**src/rtl/user_pkg.sv**
```systemverilog
// Shared user-domain definitions: scratchpad placement, error pattern,
// demux port assignment and the response tuple carried by the response queue.
package user_pkg;

    localparam logic [31:0] ScratchpadBase        = 32'h0001_0000;
    localparam int unsigned ScratchpadWords       = 64;
    localparam logic [31:0] ScratchpadErrData     = 32'hBADCAB1E;
    localparam int unsigned ScratchpadMaxIdWidth  = 8;

    // Demux port index and address rule used by user_addr_map.
    localparam int unsigned UserDemuxScratchpadIdx = 1;
    localparam logic [31:0] ScratchpadEnd          = ScratchpadBase + ScratchpadWords * 4;

    typedef struct packed {
        logic [31:0]                     rdata;
        logic [ScratchpadMaxIdWidth-1:0] rid;
        logic                            err;
    } scratchpad_rsp_t;

endpackage

```
**src/rtl/user_obi_rsp_fifo.sv**
```systemverilog
// In-order response queue for user-domain OBI subordinates.
// Push is ignored when full, pop is ignored when empty; head is the oldest entry.
module user_obi_rsp_fifo #(
    parameter int unsigned Depth = 2,
    parameter type         T     = logic [7:0]
) (
    input  logic clk_i,
    input  logic rst_i,
    input  logic i_push,
    input  T     i_data,
    input  logic i_pop,
    output logic o_full,
    output logic o_empty,
    output T     o_head
);

    localparam int unsigned PtrW = (Depth > 1) ? $clog2(Depth) : 1;
    localparam int unsigned CntW = $clog2(Depth + 1);

    T               r_mem [Depth];
    logic [PtrW-1:0] r_wptr;
    logic [PtrW-1:0] r_rptr;
    logic [CntW-1:0] r_count;

    logic            w_push_ok;
    logic            w_pop_ok;
    logic [CntW-1:0] w_count_nxt;

    function automatic logic [PtrW-1:0] ptr_inc(input logic [PtrW-1:0] ptr);
        if (ptr == PtrW'(Depth - 1)) begin
            return '0;
        end
        return ptr + PtrW'(1);
    endfunction

    assign o_full    = (r_count == CntW'(Depth));
    assign o_empty   = (r_count == '0);
    assign w_push_ok = i_push & ~o_full;
    assign w_pop_ok  = i_pop & ~o_empty;
    assign o_head    = r_mem[r_rptr];

    always_comb begin
        w_count_nxt = r_count;
        case ({w_push_ok, w_pop_ok})
            2'b10:   w_count_nxt = r_count + CntW'(1);
            2'b01:   w_count_nxt = r_count - CntW'(1);
            default: w_count_nxt = r_count;
        endcase
    end

    always_ff @(posedge clk_i) begin
        if (rst_i) begin
            r_wptr  <= '0;
            r_rptr  <= '0;
            r_count <= '0;
        end else begin
            if (w_push_ok) begin
                r_wptr <= ptr_inc(r_wptr);
            end
            if (w_pop_ok) begin
                r_rptr <= ptr_inc(r_rptr);
            end
            r_count <= w_count_nxt;
        end
    end

    // Storage carries no reset; only the pointers define validity.
    always_ff @(posedge clk_i) begin
        if (w_push_ok) begin
            r_mem[r_wptr] <= i_data;
        end
    end

endmodule

```
**src/rtl/user_obi_scratchpad.sv**
```systemverilog
// OBI subordinate backed by a word-addressed scratchpad; reads and byte-enabled
// writes are answered in order through a bounded response queue.
module user_obi_scratchpad
    import user_pkg::*;
#(
    parameter int unsigned          AddrWidth   = 32,
    parameter int unsigned          DataWidth   = 32,
    parameter int unsigned          IdWidth     = 1,
    parameter logic [AddrWidth-1:0] BaseAddr    = AddrWidth'(ScratchpadBase),
    parameter int unsigned          NumWords    = 64,
    parameter int unsigned          NumMaxTrans = 2
) (
    input  logic                   clk_i,
    input  logic                   rst_i,
    input  logic                   obi_req_i,
    output logic                   obi_gnt_o,
    input  logic [AddrWidth-1:0]   obi_addr_i,
    input  logic                   obi_we_i,
    input  logic [DataWidth/8-1:0] obi_be_i,
    input  logic [DataWidth-1:0]   obi_wdata_i,
    input  logic [IdWidth-1:0]     obi_aid_i,
    output logic                   obi_rvalid_o,
    input  logic                   obi_rready_i,
    output logic [DataWidth-1:0]   obi_rdata_o,
    output logic [IdWidth-1:0]     obi_rid_o,
    output logic                   obi_err_o
);

    localparam int unsigned IdxW     = $clog2(NumWords);
    localparam int unsigned NumBytes = DataWidth / 8;

    logic [AddrWidth-1:0] w_off;
    logic                 w_in_range;
    logic [IdxW-1:0]      w_idx;
    logic                 w_accept;
    logic                 w_wr_en;
    logic [DataWidth-1:0] w_rd_word;
    scratchpad_rsp_t      w_push_rsp;
    scratchpad_rsp_t      w_head;
    logic                 w_full;
    logic                 w_empty;
    logic                 w_rvalid;
    logic                 w_pop;
    logic                 w_unused;

    // Addresses below BaseAddr wrap to a huge offset and fall out of range.
    assign w_off      = obi_addr_i - BaseAddr;
    assign w_in_range = (w_off < AddrWidth'(NumWords * 4));
    assign w_idx      = w_off[IdxW+1:2];

    assign obi_gnt_o = obi_req_i & ~rst_i & ~w_full;
    assign w_accept  = obi_req_i & obi_gnt_o;
    assign w_wr_en   = w_accept & obi_we_i & w_in_range;

    // One storage lane per byte so each enable writes its own array.
    for (genvar gi = 0; gi < NumBytes; gi++) begin : g_lane
        logic [7:0] r_lane [NumWords];

        always_ff @(posedge clk_i) begin
            if (w_wr_en && obi_be_i[gi]) begin
                r_lane[w_idx] <= obi_wdata_i[gi*8 +: 8];
            end
        end

        assign w_rd_word[gi*8 +: 8] = r_lane[w_idx];
    end

    always_comb begin
        w_push_rsp       = '0;
        w_push_rsp.rid   = ScratchpadMaxIdWidth'(obi_aid_i);
        if (!w_in_range) begin
            w_push_rsp.rdata = ScratchpadErrData;
            w_push_rsp.err   = 1'b1;
        end else if (obi_we_i) begin
            w_push_rsp.rdata = '0;
        end else begin
            w_push_rsp.rdata = w_rd_word;
        end
    end

    user_obi_rsp_fifo #(
        .Depth (NumMaxTrans),
        .T     (scratchpad_rsp_t)
    ) u_rsp_fifo (
        .clk_i   (clk_i),
        .rst_i   (rst_i),
        .i_push  (w_accept),
        .i_data  (w_push_rsp),
        .i_pop   (w_pop),
        .o_full  (w_full),
        .o_empty (w_empty),
        .o_head  (w_head)
    );

    assign w_rvalid     = ~w_empty & ~rst_i;
    assign w_pop        = w_rvalid & obi_rready_i;
    assign obi_rvalid_o = w_rvalid;
    assign obi_rdata_o  = w_rvalid ? DataWidth'(w_head.rdata) : '0;
    assign obi_rid_o    = w_rvalid ? IdWidth'(w_head.rid) : '0;
    assign obi_err_o    = w_rvalid & w_head.err;

    assign w_unused = ^{w_off[1:0], w_off[AddrWidth-1:IdxW+2], w_head.rid};

endmodule

```
**config.mk**
```make
export PLATFORM = sky130hd
export DESIGN_NAME = user_obi_scratchpad
export DESIGN_NICKNAME = d
export VERILOG_FILES = /design/src/rtl/user_pkg.sv /design/src/rtl/user_obi_rsp_fifo.sv /design/src/rtl/user_obi_scratchpad.sv
export SDC_FILE = /design/constraint.sdc
export NUM_CORES = 2
export LEC_CHECK = 0
export BUFFER_PORTS_ARGS = -buffer_cell sky130_fd_sc_hd__buf_2
export CORE_MARGIN = 3
export CORE_UTILIZATION = 26
export DETAILED_ROUTE_END_ITERATION = 12
export HOLD_SLACK_MARGIN = 0.02
export MAX_ROUTING_LAYER = met4
export RECOVER_POWER = 50
export SYNTH_ARGS = -nofsm -noshare
export SYNTH_HDL_FRONTEND = slang
export SYNTH_SLANG_ARGS = --single-unit
export TNS_END_PERCENT = 20
```
**constraint.sdc**
```tcl
create_clock -name clk_i -period 3.4 [get_ports clk_i]
set_input_delay 0.17 -clock clk_i [delete_from_list [all_inputs] [get_ports clk_i]]
set_output_delay 0.17 -clock clk_i [all_outputs]
set_load 0.01 [all_outputs]
```
# [After elaboration in Yosys (flattened, before gate mapping)]
# Memories as Yosys holds them, arrays and structs flattened. A register that Yosys moved wholly into a read port is not among the register bits.
# Cells that the tools add are included.
[op_classes] n_addsub=5 order_cmp=1 n_eq_ne=3 mux=28 bitwise=13 reduce_logical=6
[op_table] cell="2-to-1 mux 32 bit" count=3
[op_table] cell="less-than comparator 32 x 9 -> 1 bit, second input constant" count=1
[op_table] cell="subtractor 32 x 17 -> 32 bit, second input constant" count=1
[op_table] cell="2-to-1 mux 1 bit" count=24
[op_table] cell="bitwise AND 1 bit" count=10
[op_table] cell="equality test 2 bit, second input constant" count=2
[op_table] cell="logical AND 1 bit" count=4
[op_table] cell="case mux 2 bit (2 select lines)" count=1
[op_table] cell="inverter 1 bit" count=3
[op_table] cell="adder 1 bit, second input constant" count=2
[op_table] cell="adder 2 x 1 -> 2 bit, second input constant" count=1
[op_table] cell="equality test 2 x 1 -> 1 bit, second input constant" count=1
[op_table] cell="zero test 2 bit" count=1
[op_table] cell="nonzero test 2 bit" count=1
[op_table] cell="subtractor 2 x 1 -> 2 bit, second input constant" count=1
[totals] regBits=4 mem_bits_rw=2116 wordCells=64 mem_count=5
[memory_table] name="g_lane[0].r_lane" words=64 word_bits=8 read_ports=1 rd_clocked_by_memory_dff=0 wr=1 line="user_obi_scratchpad.sv:57" rtl="logic [7:0] r_lane [NumWords];"
[memory_table] name="g_lane[1].r_lane" words=64 word_bits=8 read_ports=1 rd_clocked_by_memory_dff=0 wr=1 line="user_obi_scratchpad.sv:57"
[memory_table] name="g_lane[2].r_lane" words=64 word_bits=8 read_ports=1 rd_clocked_by_memory_dff=0 wr=1 line="user_obi_scratchpad.sv:57"
[memory_table] name="g_lane[3].r_lane" words=64 word_bits=8 read_ports=1 rd_clocked_by_memory_dff=0 wr=1 line="user_obi_scratchpad.sv:57"
[memory_table] name="u_rsp_fifo.r_mem" words=2 word_bits=34 read_ports=1 rd_clocked_by_memory_dff=1 wr=1 line="user_obi_rsp_fifo.sv:20" rtl="T r_mem [Depth];"

# [Longest topological paths before layout]
[logic_depth] depth_word=10 ltp_mapped=11 mapped_depth_nobuf=8

# [Cells and area by module]
# Synthesis repeated with hierarchy kept, for this count alone.
[hier_totals] cells_unflattened=4623 hier_area_um2=83601.4
[modules_own_cells] module="user_obi_scratchpad" instances=1 cells_per_inst=4469 area_per_inst_um2=80429.6
[modules_own_cells] module="user_obi_rsp_fifo" instances=1 cells_per_inst=154 area_per_inst_um2=3171.8

# [Least setup slack after synthesis]
# No wires, ideal clock.
[synth_timing] path_type="flip-flop to flip-flop" startpoint="register u_rsp_fifo.r_count[0]" endpoint="memory u_rsp_fifo.r_mem[0][0] in the netlist's numbering, enable pin" arrival_time_ps=2561 slack_ps=413 stages_incl_launch_ff=5 path_buffers=0 period_less_slack_ps=2987 path_cell_list="dfxtp_1 > nor2b_1 > nor3b_1 > inv_1 > nor2_1"
[synth_between] elab_chain_cells=7
[synth_rtl] item="start, declared" line="user_obi_rsp_fifo.sv:23" rtl="logic [CntW-1:0] r_count;"
[synth_rtl] item="start signal, assigned" line="user_obi_rsp_fifo.sv:63" rtl="r_count <= w_count_nxt;"
[synth_rtl] item="equality test 2 bit" line="user_obi_rsp_fifo.sv:36" rtl="assign o_full = (r_count == CntW'(Depth));"
[synth_rtl] item="inverter 1 bit" line="user_obi_scratchpad.sv:51" rtl="assign obi_gnt_o = obi_req_i & ~rst_i & ~w_full;"
[synth_rtl] item="bitwise AND 1 bit" line="user_obi_scratchpad.sv:51"
[synth_rtl] item="via obi_gnt_o" line="user_obi_scratchpad.sv:16" rtl="output logic obi_gnt_o,"
[synth_rtl] item="bitwise AND 1 bit" line="user_obi_scratchpad.sv:52" rtl="assign w_accept = obi_req_i & obi_gnt_o;"
[synth_rtl] item="bitwise AND 1 bit" line="user_obi_rsp_fifo.sv:38" rtl="assign w_push_ok = i_push & ~o_full;"
[synth_rtl] item="2-to-1 mux 1 bit" line="user_obi_rsp_fifo.sv:69" rtl="if (w_push_ok) begin"
[synth_rtl] item="2-to-1 mux 1 bit (implied by the code)" line="user_obi_rsp_fifo.sv:70" rtl="r_mem[r_wptr] <= i_data;"
[synth_rtl] item="end, declared" line="user_obi_rsp_fifo.sv:20"
# The timed path passes the listed nets, and every way through them passes these cells.

==> summary.md <==
| Metric | Value |
|---|---|
| Status | `finished with violations` |
| Failing checks | `max-capacitance violations, max-slew violations` |
| TritonCTS clock tree | `done` |
| Power Internal | `42600 uW` |
| Initial core utilization | `26.2%` |
| Hold Path Origin | `obi_aid_i` |
| Final Net Count | `5277` |
| Distinct cell type count after synthesis | `77` |
| Post-synthesis async set-or-reset flop share | `0%` |
| Clk sinks | `2121` |
| Crit Path Class | `register to register` |
| Min Tclk post-route | `3.21 ns` |
| EDFF count, synth | `2116` |
| Initial antenna violation count | `31` |
| Largest net degree at the start of global routing | `70` |
| Seq pwr share | `52.9%` |
| Seq/Total Area, Yosys | `76.4%` |
| Area Overhead vs Synth | `19.2%` |
| R2R Setup Slk | `0.19 ns` |
| DR WL/cell | `27.5 um` |
| # setup viols final | `0` |
| WHS Path Cells | `2` |
| Req. time, crit path | `3.88 ns` |
| Startpoint types | `register` |
| Lkg Pwr | `0.0318 uW` |
| Design area | `99200 sq um` |
| Final Hold Viols | `0` |
| Via/cell ratio | `5.10` |
| Final worst-path cycle share | `94.5%` |
| Placed cell area | `92500 sq um` |
| Total core area | `318000 sq um` |
| Total GRT Usage | `16.1%` |
| RSZ-0062 raised after global routing | `no` |
| Fin. max-slew vios | `1757` |
| TritonRoute pass-1 iters | `7` |
| Row count | `207` |
| Least-Margin Pin Slew | `3.35 ns` |
| Yosys warnings | `0` |
| Hold endpoint | `u_rsp_fifo.r_mem[1][1]` |
| Overall power | `54500 uW` |
| FF+latch count, synth | `2121` |
| Clock Power Share | `41.1%` |
| Final core occ | `31.2%` |
| HP Class | `primary input to register` |
| Net Sw Frac | `21.8%` |
| Clock Path Buffers | `3` |
| Synth Cell Area | `83300 sq um` |
| Die Height | `572 um` |
| Commonest cells after routing, fill and taps aside | `2116 x edfxtp_1, 509 x buf_4, 328 x nor2_1` |
| Comb pwr share | `5.9%` |
| Max Cap Viol | `36` |
| Maximum vdd drop | `0.000497 V` |
| DRT iter0 DRCs | `7112` |
| Syn nets | `4665` |
| First-pass GRT wire length | `368000 um` |
| Clock Latency Late Sink | `0.85 ns` |
| GPL Wtd Cong | `0.910` |
| Die Wd | `572 um` |
| Hold_ws | `0.105 ns` |
| Crit. End Element | `register` |
| Reg2Reg Depth | `7` |
| Clock transition at path regs | `0.06 ns` |
| Final ANT Viol Nets | `0` |
| Reg-to-Reg Start | `g_lane[2].r_lane[19][2]` |
| Final wirelength | `263000 um` |
| Most common cell after layout, fill and taps aside | `edfxtp_1` |
| Final TNS setup | `0 ns` |
| GRT Residual Overflow | `0` |
| Vias in the first global route | `47500` |
| Layout cells sized above 1 | `23.5%` |
| I/O pins | `110` |
| Fillers | `30600` |
| Clk_skew | `0.0383 ns` |
| Final HPWL DP | `170000 um` |
| Pwr Density | `549 nW/um^2` |
| Syn_area_per_cell | `18.1 sq um` |
| Clk root buf | `clkbuf_16` |
| Critical path arrival | `3.70 ns` |
| Setup bufs post-CTS | `0` |
| Port Buffers | `107` |
| Number of buffers created by CTS | `211` |
| Post-Synthesis Cells | `4590` |
| CP max FO | `2` |
| Synth Flop Type | `edfxtp_1` |
| FF-to-FF End | `u_rsp_fifo.r_mem[1][20]` |
| F_max | `0.311 GHz` |
| Die area | `327000 sq um` |
| Htree depth | `4` |
| Rel. slew slack | `-124%` |
| Psw | `11900 uW` |
| Drt drc | `0` |
| Vias post-DR | `48800` |
## flip-flops by register name, summed over array words and instances, names as in the netlist, named ones only
signal and count:
u_rsp_fifo.r_wptr 1, u_rsp_fifo.r_mem 68, g_lane.r_lane 2048, u_rsp_fifo.r_count 2
u_rsp_fifo.r_rptr 1
## repair_timing
item / CTS / global route
hold endpoints to repair: 481 / 0
resized for setup: 0 / 0
hold buffers: 20 / 0
## through the flow
step | std cells | setup WS [ns]
6_report | 9573 | 0.188
5_1_grt | 9567 | 0.114
4_1_cts | 9549 | 0.349
3_5_place_dp | 9149 | -0.315
3_3_place_gp | 9149 | -0.249
2_1_floorplan | 4590 | 0.413
## metal layers
metal	part of all wire [%]	wire, um	global-route usage [%]
met1	39	103000	21.2
met2	46	120000	24.5
met3	12	31400	4.11
met4	3.2	8310	4.65
met5	0	0	-
## how the worst max path moves through the flow
stage,startpoint,to,slack (ns),cells after the start
global route,g_lane[1].r_lane[23][0],u_rsp_fifo.r_mem[1][10],0.11,7
finish,g_lane[2].r_lane[19][2],u_rsp_fifo.r_mem[1][20],0.19,7
floorplan,u_rsp_fifo.r_count[0],u_rsp_fifo.r_mem[0][0],0.41,4
global placement,obi_addr_i[3],u_rsp_fifo.r_mem[0][20],-0.25,10
CTS,g_lane[2].r_lane[19][2],u_rsp_fifo.r_mem[0][20],0.35,7
detailed placement,obi_addr_i[3],u_rsp_fifo.r_mem[1][20],-0.32,10
## power groups by stage
stage                     clock network [uW]  registers (uW)  logic [uW]
after CTS                              22700           28800        3220
final                                  22400           28800        3240
after global placement                     0           29400        3150
after detailed placement                   0           29400        3190
after global routing                   23700           28800        3370
after floorplan                            0           29300        1500
## cells by family (layout without fill, tap and decap cells)
family | count (synthesis) | count (layout) | share of synthesized area [%]
flops | 2121 | 2121 | 76.4
compound gates | 833 | 833 | 7.32
simple gates | 669 | 669 | 3.67
mux | 630 | 630 | 10.3
buf+inv | 331 | 1110 | 2.20
xor+xnor | 5 | 5 | 0.0526
fa+ha+maj | 1 | 1 | 0.0150
other cells | 0 | 24 | 0
## synth_stat cells, types with 19 or more instances
library cell	n	area share, %
a22o_1	40	0.42
buf_6	22	0.30
nand3b_1	26	0.23
nand3_1	33	0.20
and3_1	34	0.26
buf_2	108	0.65
nor2_1	332	1.5
edfxtp_1	2116	76
a211oi_1	31	0.28
a21oi_1	105	0.63
buf_4	62	0.56
clkbuf_1	108	0.49
nand2_1	142	0.64
a221oi_1	135	1.4
mux2i_1	327	3.9
mux4_2	169	4.6
a221o_1	38	0.46
o2bb2ai_1	19	0.20
o21ai_0	86	0.52
mux2_2	129	1.7
a22oi_1	143	1.3
o22ai_1	97	0.73
## worst max-delay path: stages (launching register included)
cell and delay [ns]:
edfxtp_1 0.35, mux2_2 0.26, a221o_1 0.31, a222oi_1 0.56
o22ai_1 0.15, nor4b_1 0.92, buf_4 0.23, o21ai_1 0.08
## final cells by class
| cell class | count | area, sq um | share of cell area, % |
|---|---|---|---|
| diodes | 24 | 60.1 | 0.0605 |
| clock buffers | 271 | 5680 | 5.72 |
| clock inverters | 109 | 926 | 0.933 |
| inverters | 9 | 43.8 | 0.0441 |
| multi-input cells | 2138 | 17900 | 18.1 |
| flip-flops and latches | 2121 | 63600 | 64.1 |
| well taps | 4180 | 5230 | 5.27 |
| repair buffers | 721 | 5730 | 5.78 |
No activity file was read; power rests on OpenSTA's default activity.
